File: src/rtl/lfsr_rnd_bank.sv
// Free-running Fibonacci LFSR feeding a bank of CHANNELS random words.
// The bank fills one slot every WIDTH shifts and publishes atomically on a strobe.
module lfsr_rnd_bank #(
  parameter int              WIDTH    = 13,
  parameter int              CHANNELS = 10,
  parameter logic [WIDTH-1:0] TAPS    = 13'h100D,
  parameter logic [WIDTH-1:0] SEED    = 13'h000F
) (
  input  logic                      clock,
  input  logic                      reset,
  input  logic                      enable,
  input  logic                      half_sec_pulse,
  input  logic                      seed_valid,
  input  logic [WIDTH-1:0]          seed_data,
  output logic [CHANNELS*WIDTH-1:0] rnd_flat,
  output logic                      rnd_valid,
  output logic                      bank_ready,
  output logic                      missed_pulse
);

  localparam int SW = $clog2(WIDTH);
  localparam int FW = (CHANNELS > 1) ? $clog2(CHANNELS) : 1;

  localparam logic [SW-1:0] STEP_LAST = SW'(WIDTH - 1);
  localparam logic [FW-1:0] FILL_LAST = FW'(CHANNELS - 1);

  localparam logic [0:0] S_FILL  = 1'b0;
  localparam logic [0:0] S_READY = 1'b1;

  logic [WIDTH-1:0]          r_lfsr;
  logic [SW-1:0]             r_step;
  logic [FW-1:0]             r_fill;
  logic [0:0]                r_state;
  logic [WIDTH-1:0]          r_slot [CHANNELS];
  logic [CHANNELS*WIDTH-1:0] r_flat;
  logic                      r_valid;
  logic                      r_missed;

  logic             w_fb;
  logic [WIDTH-1:0] w_next;
  logic [WIDTH-1:0] w_seed;
  logic             w_publish;
  logic             w_capture;
  logic             w_step_wrap;

  assign w_fb        = ^(r_lfsr & TAPS);
  assign w_next      = {r_lfsr[WIDTH-2:0], w_fb};
  assign w_seed      = (seed_data == '0) ? SEED : seed_data;
  assign w_publish   = half_sec_pulse && (r_state == S_READY);
  assign w_step_wrap = (r_step == STEP_LAST);
  assign w_capture   = enable && (r_state == S_FILL) && w_step_wrap;

  always_ff @(posedge clock) begin
    if (reset) begin
      r_lfsr   <= SEED;
      r_step   <= '0;
      r_fill   <= '0;
      r_state  <= S_FILL;
      r_flat   <= '0;
      r_valid  <= 1'b0;
      r_missed <= 1'b0;
    end else begin
      r_valid <= 1'b0;
      if (seed_valid) begin
        r_lfsr   <= w_seed;
        r_step   <= '0;
        r_fill   <= '0;
        r_state  <= S_FILL;
        r_missed <= 1'b0;
      end else begin
        if (enable)
          r_lfsr <= w_next;
        if (w_publish) begin
          for (int i = 0; i < CHANNELS; i++)
            r_flat[i*WIDTH +: WIDTH] <= r_slot[i];
          r_valid <= 1'b1;
          r_state <= S_FILL;
          r_fill  <= '0;
          r_step  <= '0;
        end else begin
          if (half_sec_pulse)
            r_missed <= 1'b1;
          if (enable) begin
            r_step <= w_step_wrap ? '0 : r_step + 1'b1;
            if (w_capture) begin
              // last slot captured: the bank is complete
              if (r_fill == FILL_LAST) begin
                r_fill  <= '0;
                r_state <= S_READY;
              end else begin
                r_fill <= r_fill + 1'b1;
              end
            end
          end
        end
      end
    end
  end

  // slot contents need no reset; they are only published once fully written
  always_ff @(posedge clock) begin
    if (!reset && !seed_valid && !w_publish && w_capture)
      r_slot[r_fill] <= w_next;
  end

  assign rnd_flat     = r_flat;
  assign rnd_valid    = r_valid;
  assign bank_ready   = (r_state == S_READY);
  assign missed_pulse = r_missed;

endmodule
File: config.mk
export PLATFORM = sky130hd
export DESIGN_NAME = lfsr_rnd_bank
export DESIGN_NICKNAME = d
export VERILOG_FILES = /design/src/rtl/lfsr_rnd_bank.sv
export SDC_FILE = /design/constraint.sdc
export NUM_CORES = 1
export LEC_CHECK = 0
export ABC_AREA = 1
export BUFFER_PORTS_ARGS = -buffer_cell sky130_fd_sc_hd__buf_2
export CAP_MARGIN = 0
export CORE_UTILIZATION = 50
export DETAILED_ROUTE_END_ITERATION = 8
export PLACE_DENSITY_LB_ADDON = 0.3
export SLEW_MARGIN = 30
export SYNTH_ARGS = -nofsm -noshare
export SYNTH_HDL_FRONTEND = slang
export SYNTH_SLANG_ARGS = --single-unit
File: constraint.sdc
create_clock -name clock -period 2.4 [get_ports clock]
set_input_delay 0.12 -clock clock [delete_from_list [all_inputs] [get_ports clock]]
set_output_delay 0.12 -clock clock [all_outputs]
set_load 0.02 [all_outputs]
==> impl_metrics.json <==
{
  "status": "finished, final reports clean",
  "cts.sinks": 284,
  "synth_seq_cells": 284,
  "cp-startpoint": "r_step[1]$_SDFFE_PP0P_",
  "syn-cell-area_um2": 9670,
  "min_period_ps": 2010,
  "drc": 0,
  "cp_data_arrival_time_ps": 2160,
  "cp_data_required_time_ps": 2550,
  "clk_pin_slew_ps": 60,
  "synth_top_area_share_pct": 40.4,
  "fill_cells": 1547,
  "clk_path_buf_depth": 3,
  "coreArea_um2": 18800,
  "grt_pass1_vias": 6438,
  "critPathCaptureType": "flip-flop",
  "drt-pass1-iter-count": 4,
  "avgSynthCellArea_um2": 10.9,
  "worstHoldPathType": "input port to flip-flop",
  "drv_cap": 0,
  "hold_viol": 0,
  "finClkSkew_ps": 5.83,
  "slew_headroom_pct": 41.2,
  "h-tree-depth": 1,
  "synth_area_leaders": "edfxtp_1 (40%), dfxtp_1 (32%), nor2_1 (11%)",
  "syn_inst": 890,
  "setup_violations": 0,
  "grt_max_degree": 131,
  "grt_pass1_wl_um": 34200,
  "reg2reg_from": "r_step[1]$_SDFFE_PP0P_",
  "rows": 50,
  "drive_gt1_share_pct": 20.3,
  "fin_util_pct": 62.1,
  "tns_ps": 0,
  "root_buffer": "clkbuf_16",
  "die_y_um": 141,
  "initial_utilization_pct": 51.4,
  "critPathLaunchType": "flip-flop",
  "synth.distinct_cells": 26,
  "powerDensity_nw_per_um2": 818,
  "p_leak_uw": 0.00510,
  "ir_drop_uv": 507,
  "antenna_cells": 0,
  "yosysSeqAreaShare_pct": 72.2,
  "overflow": 0,
  "area_growth_pct": 20.9,
  "max_freq_mhz": 499,
  "ant_nets": 0,
  "totalWireLength_um": 22200,
  "tightest_slew_ps": 882,
  "post_drt_wl_per_cell_um": 16.6,
  "antenna_found_initial": 0,
  "slew_viol_final": 0,
  "crit_fanout": 13,
  "multi_input_area_um2": 2300,
  "synth_top_area_cell": "edfxtp_1",
  "viasPerCell": 5.09,
  "use_met2_pct": 34.5,
  "num_vias": 6814,
  "die_w_um": 141,
  "use_met1_pct": 32.3,
  "place_congestion": 0.822,
  "finalCritPeriodShare_pct": 83.6,
  "min-delay-start": "seed_valid",
  "numCtsBuffers": 27,
  "critPathKind": "flip-flop to flip-flop",
  "io_buffers": 150,
  "grt.met3_usage_pct": 3.91,
  "cts_resized": 0,
  "grt_setup_unrepaired": "no",
  "die_area_um2": 19900,
  "cts_tree": "built",
  "seq_area_um2": 6990,
  "synth_fp_nets": 910,
  "finalNetCount": 1080,
  "drt_iter0_markers": 511,
  "synth_warnings": 0,
  "grt_usage_pct": 22.2,
  "hpwlAfterDp_um": 13000,
  "insertion_delay_ps": 520,
  "pin_count": 151,
  "grt.busiest_layer": "met2"
}
[state kept, by name, indices dropped and copies added, names as in the netlist]
name	flops
rnd_valid	1
r_slot	130
bank_ready	1
r_step	4
missed_pulse	1
rnd_flat	130
r_fill	4
r_lfsr	13
[Yosys cell counts (all sizes together)]
library cell / n
ha: 2
a31oi: 2
a211oi: 4
nor3: 6
a221oi: 3
inv: 31
nand4: 1
nand2: 52
nor2: 294
dfxtp: 154
clkbuf: 20
xor2: 1
or2: 1
a21oi: 10
buf: 25
nand3: 9
o21ai: 144
edfxtp: 130
nor3b: 1
[cells by family after synthesis]
logic type	count (synthesis)	share of synthesized area, %
AND/OR/NAND/NOR	364	14.7
adder cells (fa/ha/maj)	2	0.259
XOR/XNOR	1	0.0905
AO/OA/AOI/OAI	163	8.68
flip-flops	284	72.2
buffers and inverters	76	4.04
[placed cells by master (no fill, tap or decap), types with 16 or more instances in the layout]
master           n
nor2_1         291
clkbuf_16       28
buf_4           16
inv_1           27
dfxtp_1        154
dlygate4sd3_1   18
o21ai_0        144
edfxtp_1       130
buf_2          150
nand2_1         51
[final cells by class]
cell class	instances	area share [%]
Clock inverter	11	0.909
Timing Repair Buffer	186	9.25
Multi-Input combinational cell	530	19.7
Tap cell	260	2.78
Inverter	31	1.05
Clock buffer	38	6.58
Sequential cell	284	59.7
[critical path: stages, from the launching register on]
cell and delay, ps:
dfxtp_1 350, inv_1 70, ha_1 130, nand2_1 50, nor2_1 170, nand2_2 150, nor2_4 160, nand2_1 110
inv_1 450
[worst paths after layout]
path | cells past startpoint | slack, ps | end
setup / recovery | 8 | 390 | r_slot[9][5]$_DFFE_PP_
hold / removal | 3 | 40 | r_lfsr[11]$_SDFFE_PP0P_
setup reg to reg | 8 | 390 | r_slot[9][5]$_DFFE_PP_
hold reg to reg | 2 | 470 | rnd_flat[126]$_SDFFE_PP0P_
[stage by stage]
step / instances / hold slack, ps / worst slack (ps) / cell area, µm² / total power (µW)
floorplan: 890 / 216 / 93.8 / 9670 / 5340
global placement: 1273 / 377 / 411 / 10600 / 5460
detailed placement: 1273 / 383 / 382 / 10600 / 5460
CTS: 1340 / 16.2 / 370 / 11700 / 9610
global route: 1340 / 43.7 / 240 / 11700 / 9840
finish: 1340 / 40.5 / 394 / 11700 / 9560
[where the power goes]
group	switching, µW	internal (µW)
Sequential	80.7	5100
Clock	1730	2450
Combinational	132	73.4
[routing by layer]
layer	wire, µm	share of wire [%]
met4	341	1.5
met3	1560	7.0
met5	0	0
met1	10400	47
met2	9900	45
[repair_timing]
item	CTS	global route
hold buffers	18	0
hold endpoints to repair	15	0
buffers inserted	0	0
Note: power is estimated with default switching activity, not from simulation.
